### config.mk
export PLATFORM = sky130hd
export DESIGN_NAME = pc_fetch_unit
export DESIGN_NICKNAME = d
export VERILOG_FILES = /design/src/rtl/fetch_pkg.sv /design/src/rtl/fetch_fifo.sv /design/src/rtl/pc_fetch_unit.sv
export SDC_FILE = /design/constraint.sdc
export NUM_CORES = 1
export LEC_CHECK = 0
export CAP_MARGIN = 20
export CORE_UTILIZATION = 35
export CTS_BUF_LIST = sky130_fd_sc_hd__clkbuf_16
export DETAILED_ROUTE_END_ITERATION = 16
export HOLD_SLACK_MARGIN = 0.03
export PLACE_DENSITY = 0.71
export SETUP_SLACK_MARGIN = 0.3
export SYNTH_ARGS = -nofsm -noshare
export SYNTH_HDL_FRONTEND = slang
export SYNTH_SLANG_ARGS = --single-unit
### constraint.sdc
create_clock -name clk -period 20.8 [get_ports clk]
set_clock_uncertainty 0.15 [all_clocks]
set_input_delay 2.08 -clock clk [delete_from_list [all_inputs] [get_ports clk]]
set_output_delay 2.08 -clock clk [all_outputs]
set_load 0.01 [all_outputs]
### src/rtl/fetch_pkg.sv
// Shared types and constants for the instruction-fetch slice.
package fetch_pkg;

  localparam int XLEN = 32;
  localparam logic [XLEN-1:0] PC_STEP = 32'd4;

  typedef struct packed {
    logic [XLEN-1:0] pc;
    logic [XLEN-1:0] instr;
  } fetch_entry_t;

endpackage

### src/rtl/fetch_fifo.sv
// Synchronous FIFO of fetch entries; flush outranks push and pop.
// DEPTH must be a power of two so the pointers wrap by overflow.
module fetch_fifo
  import fetch_pkg::*;
#(
  parameter int DEPTH = 2,
  localparam int PW = $clog2(DEPTH),
  localparam int CW = $clog2(DEPTH) + 1
) (
  input  logic         clk,
  input  logic         rst,
  input  logic         push,
  input  logic         pop,
  input  logic         flush,
  input  fetch_entry_t wr_data,
  output fetch_entry_t rd_data,
  output logic         full,
  output logic         empty,
  output logic [CW-1:0] count
);

  fetch_entry_t  mem [DEPTH];
  logic [PW-1:0] wr_ptr;
  logic [PW-1:0] rd_ptr;
  logic          do_push;
  logic          do_pop;

  assign full    = (count == CW'(DEPTH));
  assign empty   = (count == '0);
  assign do_pop  = pop & ~empty;
  assign do_push = push & (~full | do_pop);
  assign rd_data = mem[rd_ptr];

  // NOTE: state registers use non-blocking assignments so every flop samples pre-edge values.
  always_ff @(posedge clk) begin
    if (rst || flush) begin
      wr_ptr <= '0;
      rd_ptr <= '0;
      count  <= '0;
    end else begin
      if (do_push) wr_ptr <= wr_ptr + 1'b1;
      if (do_pop)  rd_ptr <= rd_ptr + 1'b1;
      count <= count + CW'(do_push) - CW'(do_pop);
    end
  end

  // NOTE: storage is not reset; count gates visibility, so stale contents are never observed.
  always_ff @(posedge clk) begin
    if (do_push) mem[wr_ptr] <= wr_data;
  end

endmodule

### src/rtl/pc_fetch_unit.sv
// Fetch initiator: owns the PC, reads the combinational ROM, buffers {pc, instr}.
// Build option FETCH_ALIGN_CHECK_EN turns misaligned redirects into a sticky stall fault.
module pc_fetch_unit
  import fetch_pkg::*;
#(
  parameter logic [XLEN-1:0] RESET_PC   = 32'h0000_0000,
  parameter int              FIFO_DEPTH = 2
) (
  input  logic            clk,
  input  logic            rst,
  input  logic            fetch_en,
  output logic [XLEN-1:0] rom_addr,
  input  logic [XLEN-1:0] rom_rd,
  input  logic            redirect_valid,
  input  logic [XLEN-1:0] redirect_pc,
  output logic            out_valid,
  input  logic            out_ready,
  output logic [XLEN-1:0] out_pc,
  output logic [XLEN-1:0] out_instr,
  output logic            fetch_misalign
);

  localparam int CW = $clog2(FIFO_DEPTH) + 1;

  logic [XLEN-1:0] pc;
  logic [XLEN-1:0] pc_next;
  logic [XLEN-1:0] redirect_target;
  logic            fault_stall;
  logic            pop;
  logic            push;
  logic            fifo_full;
  logic            fifo_empty;
  logic [CW-1:0]   fifo_count;
  fetch_entry_t    head;
  fetch_entry_t    fetched;

`ifdef FETCH_ALIGN_CHECK_EN
  logic misalign_q;

  // Sticky until reset or a redirect to an aligned target.
  always_ff @(posedge clk) begin
    if (rst)                 misalign_q <= 1'b0;
    else if (redirect_valid) misalign_q <= |redirect_pc[1:0];
  end

  assign redirect_target = redirect_pc;
  assign fault_stall     = misalign_q;
  assign fetch_misalign  = misalign_q;
`else
  localparam logic [XLEN-1:0] ALIGN_MASK = ~32'h3;

  assign redirect_target = redirect_pc & ALIGN_MASK;
  assign fault_stall     = 1'b0;
  assign fetch_misalign  = 1'b0;
`endif

  assign rom_addr  = pc;
  assign out_valid = ~fifo_empty;
  assign pop       = out_valid & out_ready;
  assign push      = fetch_en & ~redirect_valid & (~fifo_full | pop) & ~fault_stall;
  assign fetched   = '{pc: pc, instr: rom_rd};
  assign out_pc    = head.pc;
  assign out_instr = head.instr;

  // NOTE: defaulting pc_next first keeps this block purely combinational (no latch).
  always_comb begin
    pc_next = pc;
    if (redirect_valid) pc_next = redirect_target;
    else if (push)      pc_next = pc + PC_STEP;
  end

  always_ff @(posedge clk) begin
    if (rst) pc <= RESET_PC;
    else     pc <= pc_next;
  end

  fetch_fifo #(.DEPTH(FIFO_DEPTH)) u_fifo (
    .clk     (clk),
    .rst     (rst),
    .push    (push),
    .pop     (pop),
    .flush   (redirect_valid),
    .wr_data (fetched),
    .rd_data (head),
    .full    (fifo_full),
    .empty   (fifo_empty),
    .count   (fifo_count)
  );

  // Occupancy is tracked through full/empty; the raw count is not needed here.
  logic unused_count;
  assign unused_count = &{1'b0, fifo_count};

endmodule

Word level (Yosys, flattened, before mapping) --
Memories as Yosys holds them, arrays and structs flattened. A register that Yosys moved wholly into a read port is not among the register bits. Cells that the tools add are included.
Cells by class: bitwise logic cells 10, mux-type cells 6, reductions and logical operators 4, add/sub/neg operators 5, equality and inequality tests 1
Operators with widths (number):
- $mux W32 | 2
- $add A32 B3 Y32 const B | 1
- $and A1 B1 Y1 | 5
- $mux W1 | 4
- $not A1 Y1 | 3
- $add A1 B1 Y1 const B | 2
- $add A2 B1 Y2 | 1
- $eq A2 B2 Y1 const B | 1
- $logic_not A2 Y1 | 1
- $or A1 B1 Y1 | 2
- $reduce_bool A2 Y1 | 1
- $reduce_or A2 Y1 | 1
- $sub A2 B1 Y2 | 1
- $logic_or A1 B1 Y1 | 1
Storage, ports and cells: logic and storage cells 32, bits in registers 36, memories 1, input bits 69, bits in writable memories 128
Memories:
- u_fifo.mem | words 2, bits a word 64, read ports 1, clocked after Yosys merged registers in 1, wr ports 1, line fetch_fifo.sv:22 | fetch_entry_t mem [DEPTH];

Depth between registers and ports, before layout --
Gate-level depths: netlist of the first run.
depth after elaboration 8, depth in mapped cells 7, depth with buffers taken out 6

Hierarchy --
A second synthesis of the first run with hierarchy kept.
Second synthesis, totals: cell total of the unflattened synthesis 482, area total of the unflattened synthesis 6811.5 µm²
Modules (own cells, without submodules):
- fetch_fifo | seq. area each 3943.8 µm², instances 1, area each 4858.4 µm², cells each 232
- pc_fetch_unit | seq. area each 600.6 µm², instances 1, area each 1953.1 µm², cells each 250

Least setup slack after synthesis of the first run --
OpenSTA, ideal clock, no wires.
kind in2reg, from input port out_ready, to memory u_fifo.mem[1][0] (netlist bit) (enable), setup time 0.571 ns, path slack 12.822 ns, stages 5, required time 20.079 ns, data arrival time 7.257 ns, cell sequence or3b_2 -> clkbuf_1 -> nand2_1 -> clkbuf_1 -> nor3b_1
On the way: longest elaborated chain between the ends 6, elaborated cells on any way between the ends 8
Ends and longest elaborated chain:
- from (decl) | line pc_fetch_unit.sv:17 | input logic out_ready,
- $and A1 B1 Y1 * | line pc_fetch_unit.sv:59 | assign pop = out_valid & out_ready;
- $or A1 B1 Y1 or $and A1 B1 Y1 (tied branches) | line pc_fetch_unit.sv:60, fetch_fifo.sv:30
- $and A1 B1 Y1 or $or A1 B1 Y1 (tied branches) | line pc_fetch_unit.sv:60, fetch_fifo.sv:31
- $and A1 B1 Y1 * | line fetch_fifo.sv:31 | assign do_push = push & (~full | do_pop);
- $mux W1 * | line fetch_fifo.sv:49 | if (do_push) mem[wr_ptr] <= wr_data;
- $mux W1 (implied by the code) * | line fetch_fifo.sv:49
- to (decl) | line fetch_fifo.sv:22
Mark *: on every way between the ends. The rest lies on a longest branch, timed or not.

==> results of run 1 <==
per-stage QoR:
stage,cells,cell area [um2],power [mW],utilization,hold WS (ps)
finish,834,8790,0.730,0.489,377
global route,834,8790,0.759,0.489,395
global placement,802,8230,0.443,0.458,347
floorplan,433,6420,0.402,-,331
detailed placement,802,8230,0.446,0.458,364
CTS,834,8790,0.740,0.489,382
worst max-delay path, stage by stage (launching register included):
cell             delay, ps
dfxtp_4                920
mux2_2                 430
clkdlybuf4s50_1        490
final timing paths:
check | to | cells after the start | start | slack, ps
max | out_pc[13] | 2 | flip-flop | 16280
min | u_fifo.rd_ptr | 2 | u_fifo.rd_ptr | 380
max reg2reg | rom_addr[28] | 5 | rom_addr[4] | 18400
min reg2reg | u_fifo.rd_ptr | 2 | u_fifo.rd_ptr | 380
Yosys cell counts (2+ instances only):
cell type / instances
nor2_1: 28
a211oi_1: 18
a311oi_1: 2
edfxtp_1: 124
nor3b_1: 2
nor3_1: 6
nand2_1: 22
and3_1: 3
nand4_1: 7
a21oi_1: 5
xor2_1: 13
dfxtp_1: 35
nor4_1: 5
clkbuf_1: 19
and2_1: 6
or2_2: 4
o22ai_1: 5
xnor2_1: 19
ha_1: 2
buf_4: 5
nand3_1: 15
mux2_2: 62
a31oi_1: 3
inv_1: 5
nor4_2: 2
cells in the final DEF, fill, tap and decap left out, drive strengths merged, types with 8 or more instances in the layout:
cell type      instances
edfxtp               124
mux2                  62
dfxtp                 35
xnor2                 19
a211oi                18
clkbuf                17
nand3                 15
nand2                 22
nor4                   8
inv                   10
clkdlybuf4s50        159
xor2                  13
nor2                  28
nand4                  8
state kept, by name (all words and copies together), names as in the netlist, named ones only:
signal         flops
rom_addr          30
u_fifo.count       2
u_fifo.mem       124
u_fifo.rd_ptr      1
u_fifo.wr_ptr      1
final cells by class:
class | count | area, um2 | share of cell area
sequential | 159 | 4430 | 0.504
multi-input combinational | 244 | 1860 | 0.212
timing repair buffer | 165 | 1640 | 0.186
clock buffer | 17 | 425 | 0.0484
tap | 229 | 287 | 0.0326
clock inverter | 15 | 133 | 0.0151
inverter | 5 | 18.8 | 0.00213
cell families after synthesis:
family	share of synthesized area
muxes	0.109
and+or+nand+nor	0.0936
DFF	0.691
AOI/OAI and AO/OA	0.0363
xor gates and xnor gates	0.0438
other	0.000586
buffers and inverters	0.0217
adders and majority gates	0.00391
report_power, final:
group          switching (mW)  internal, mW  leakage (nW)  total, mW
combinational          0.0288        0.0418          1.21     0.0706
sequential             0.0111         0.356          1.43      0.367
clock                   0.118         0.174         0.279      0.291
total                   0.157         0.572          2.92      0.730
routing by layer:
metal | part of all wire | vias to the layer above
li1 | - | 1933
met3 | 0.050 | 8
met1 | 0.43 | 1995
met5 | 0 | -
met4 | 0.0070 | 0
met2 | 0.51 | 125
==> reports/metrics.cfg, run 1 <==
[drt]
vias_per_cell = 4.87
route.detailed.drc = 0
vias = 4061
firstDrtPassIters = 4
avgRoutedWirePerCell_um = 17.1
finalWirelength_um = 14200
ant_nets = 0
drtIter0Drc = 183

[grt]
grt_pass1_vias = 4162
grt.total_usage = 0.154
use_met2 = 0.268
grt_pass1_wl_um = 21500
grt.met3_usage = 0.0471
grt-busiest-layer = met2
grt_util_met1 = 0.184
grt_max_degree = 63
grt_overflow = 0
antenna_found_initial = 0

[run]
maxCapViolations = 0

[power_and_ir_drop]
p_leak_nw = 2.92
peakVddDrop_mv = 0.0551
power_density_nw_per_um2 = 83.0

[timing]
finalSetupViolCount = 0
period_share = 0.217
timing.setup.tns_ps = 0
fmax_mhz = 221
period_needed_ps = 4520
maxSlewHeadroom = 0.401
slew_violations = 0
final.setup.worst_slack_ps = 16280
hold_violations = 0
rsz0062_at_grt = no
worstMarginPinSlew_ps = 891

[final_layout]
diodes = 0
drive_gt1_frac = 0.179
nets = 663
area_growth_pct = 37.3
fillers = 1540

[setup_path]
worstSetupPathType = flip-flop to primary output
worst-path-max-fanout = 62
end_kind = primary output
worst-endpoint-arrival_ps = 2290
cp-start-kind = flip-flop
cp.required_ps = 18570

[placement]
io_buffers = 159
dp_slack_ps = 16480
place_hpwl_um = 9550
gp_congestion = 0.773

[min_path]
hp-class = flip-flop to flip-flop

[clocking]
cts_resized = 0
cts_max_path_buffers = 2
htreeDepth = 4
ctsHoldBuffers = 0
post_cts_buffers = 0
cts_tree = done
clock_sink_count = 159
root_buffer = clkbuf_16
cts.reportedPaths.clkPinSlew_ps = 60
cts_buffers = 17
insertion_delay_ps = 410

[synthesis]
syn_area_per_cell_um2 = 14.9
synthCells = 429
synth_area_um2 = 6400
synth_seq_cells = 159
synth_top_area_share = 0.582
ys.flop_type = edfxtp_1
synth-seq-area-share = 0.691
synth_top_area_cell = edfxtp_1
synthArstFlopShare = 0
synth.area.top_cells = edfxtp_1 (58%), dfxtp_1 (11%), mux2_2 (11%)
yosysUniqueCellTypes = 37
yosys_warnings = 0
synth-edff-count = 124

[floorplanning]
die_w_um = 137
start_util = 0.356
ios = 167
rows = 49
core_area_um2 = 18000
die_height_um = 137
dieArea_um2 = 18800

[run_status]
status = completed

No activity file was read; power rests on OpenSTA's default activity.
==> run 2: changes to the inputs <==
==> constraint.sdc (replaced) <==
create_clock -name clk -period 4.6 [get_ports clk]
set_clock_uncertainty 0.15 [all_clocks]
set_input_delay 0.46 -clock clk [delete_from_list [all_inputs] [get_ports clk]]
set_output_delay 0.46 -clock clk [all_outputs]
set_load 0.01 [all_outputs]
==> reports/metrics.cfg, run 2 (synthesized netlist as in run 1, its figures left out) <==
[placement]
gp_congestion = 0.735  ; -4.9%
place_hpwl_um = 9200  ; -3.7%
io_buffers = 159  ; unchanged

[clocking]
htreeDepth = 4  ; unchanged
cts_resized = 0  ; unchanged
root_buffer = clkbuf_16
insertion_delay_ps = 420  ; about the same
cts_buffers = 17  ; unchanged
cts_max_path_buffers = 2  ; unchanged
cts.reportedPaths.clkPinSlew_ps = 60  ; about the same
clock_sink_count = 159  ; unchanged
cts_tree = done
ctsHoldBuffers = 0  ; unchanged
post_cts_buffers = 0  ; unchanged

[drt]
route.detailed.drc = 0  ; unchanged
drtIter0Drc = 241  ; +32%
finalWirelength_um = 14300  ; +0.64%
firstDrtPassIters = 4  ; unchanged
vias_per_cell = 4.90  ; +0.68%
ant_nets = 0  ; unchanged
avgRoutedWirePerCell_um = 17.2  ; +0.88%
vias = 4079  ; +0.44%

[grt]
grt.total_usage = 0.157  ; +0.00241
grt_pass1_wl_um = 21800  ; +1.2%
grt_pass1_vias = 4181  ; +0.46%
antenna_found_initial = 0  ; unchanged
grt_max_degree = 63  ; unchanged
grt_overflow = 0  ; unchanged

[setup_path]
worst-path-max-fanout = 62  ; unchanged
r2r_slack_ps = 2110  ; -16290 ps
cp.required_ps = 3990  ; -14580 ps
end_kind = primary output
worst-endpoint-arrival_ps = 2300  ; about the same
cp-start-kind = flip-flop
worstSetupPathType = flip-flop to primary output

[timing]
rsz0062_at_grt = no
finalSetupViolCount = 0  ; unchanged
worstMarginPinSlew_ps = 915  ; +24.6 ps
slew_violations = 0  ; unchanged
maxSlewHeadroom = 0.390  ; -0.0109
timing.setup.tns_ps = 0  ; unchanged
period_needed_ps = 2910
period_share = 0.633
fmax_mhz = 344
hold_violations = 0  ; unchanged

[final_layout]
mostFrequentLayoutCells = clkdlybuf4s50_1 (159), edfxtp_1 (124), mux2_2 (62)
multi_input_area_um2 = 1880  ; +0.67%
fillers = 1552  ; +0.78%
area_growth_pct = 37.2  ; about the same
layout_commonest_cell = clkdlybuf4s50_1
diodes = 0  ; unchanged
drive_gt1_frac = 0.176  ; -0.00272
top_register = u_fifo.mem
regArea_um2 = 4430  ; unchanged
largest_reg_flops = 124  ; unchanged
nets = 661  ; -0.30%

[floorplanning]
die_w_um = 137  ; unchanged
rows = 49  ; unchanged
ios = 167  ; unchanged
die_height_um = 137  ; unchanged
dieArea_um2 = 18800  ; unchanged
start_util = 0.356  ; unchanged
core_area_um2 = 18000  ; unchanged

[power_and_ir_drop]
power_density_nw_per_um2 = 376  ; +350%
total_power_mw = 3.30  ; +350%
p_leak_nw = 2.91  ; -0.35%
peakVddDrop_mv = 0.263  ; +380%

[min_path]
hp-class = flip-flop to flip-flop

[run]
maxCapViolations = 0  ; unchanged

[run_status]
status = completed

## run 2: power breakdown
| group | internal, mW | total [mW] | switching, mW |
|---|---|---|---|
| combinational | 0.189 | 0.319 | 0.131 |
| clock | 0.784 | 1.32 | 0.537 |
| sequential | 1.61 | 1.66 | 0.0503 |
## run 2: final cells by class
type / count / share of cell area
Clock buffer: 17 / 0.0484
Clock inverter: 15 / 0.0148
Inverter: 5 / 0.00214
Multi-Input combinational cell: 244 / 0.214
Sequential cell: 159 / 0.504
Tap cell: 229 / 0.0326
Timing Repair Buffer: 163 / 0.185
## run 2: final timing paths
| check | startpoint | end | depth (start not counted) |
|---|---|---|---|
| max | flip-flop | out_pc[30] | 2 |
| min | u_fifo.rd_ptr | flip-flop | 2 |
| max reg2reg | u_fifo.count[1] | u_fifo.mem[1][19] | 4 |
| min reg2reg | u_fifo.rd_ptr | flip-flop | 2 |
## run 2: per-stage QoR
stage / hold WS (ps) / utilization / instances / area (um2) / setup slack [ps]
after floorplan: 331 / - / 433 / 6430 / 445
after global placement: 347 / 0.458 / 800 / 8230 / 1610
after detailed placement: 353 / 0.458 / 800 / 8230 / 1570
after CTS: 371 / 0.489 / 832 / 8790 / 1620
after global routing: 406 / 0.489 / 832 / 8790 / 1570
final: 366 / 0.489 / 832 / 8790 / 1690
## run 2: critical path, cell delays in order (launching register included)
cell             delay (ps)
dfxtp_4                 940
mux2_2                  440
clkdlybuf4s50_1         490
## run 2: layer usage
| layer | up-vias | routed length (um) | track usage | part of all wire |
|---|---|---|---|---|
| li1 | 1921 | - | - | - |
| met1 | 2017 | 6180 | 0.189 | 0.43 |
| met2 | 129 | 7310 | 0.261 | 0.51 |
| met3 | 12 | 686 | 0.0430 | 0.048 |
| met4 | 0 | 153 | 0.0696 | 0.011 |
| met5 | - | 0 | 0 | 0 |
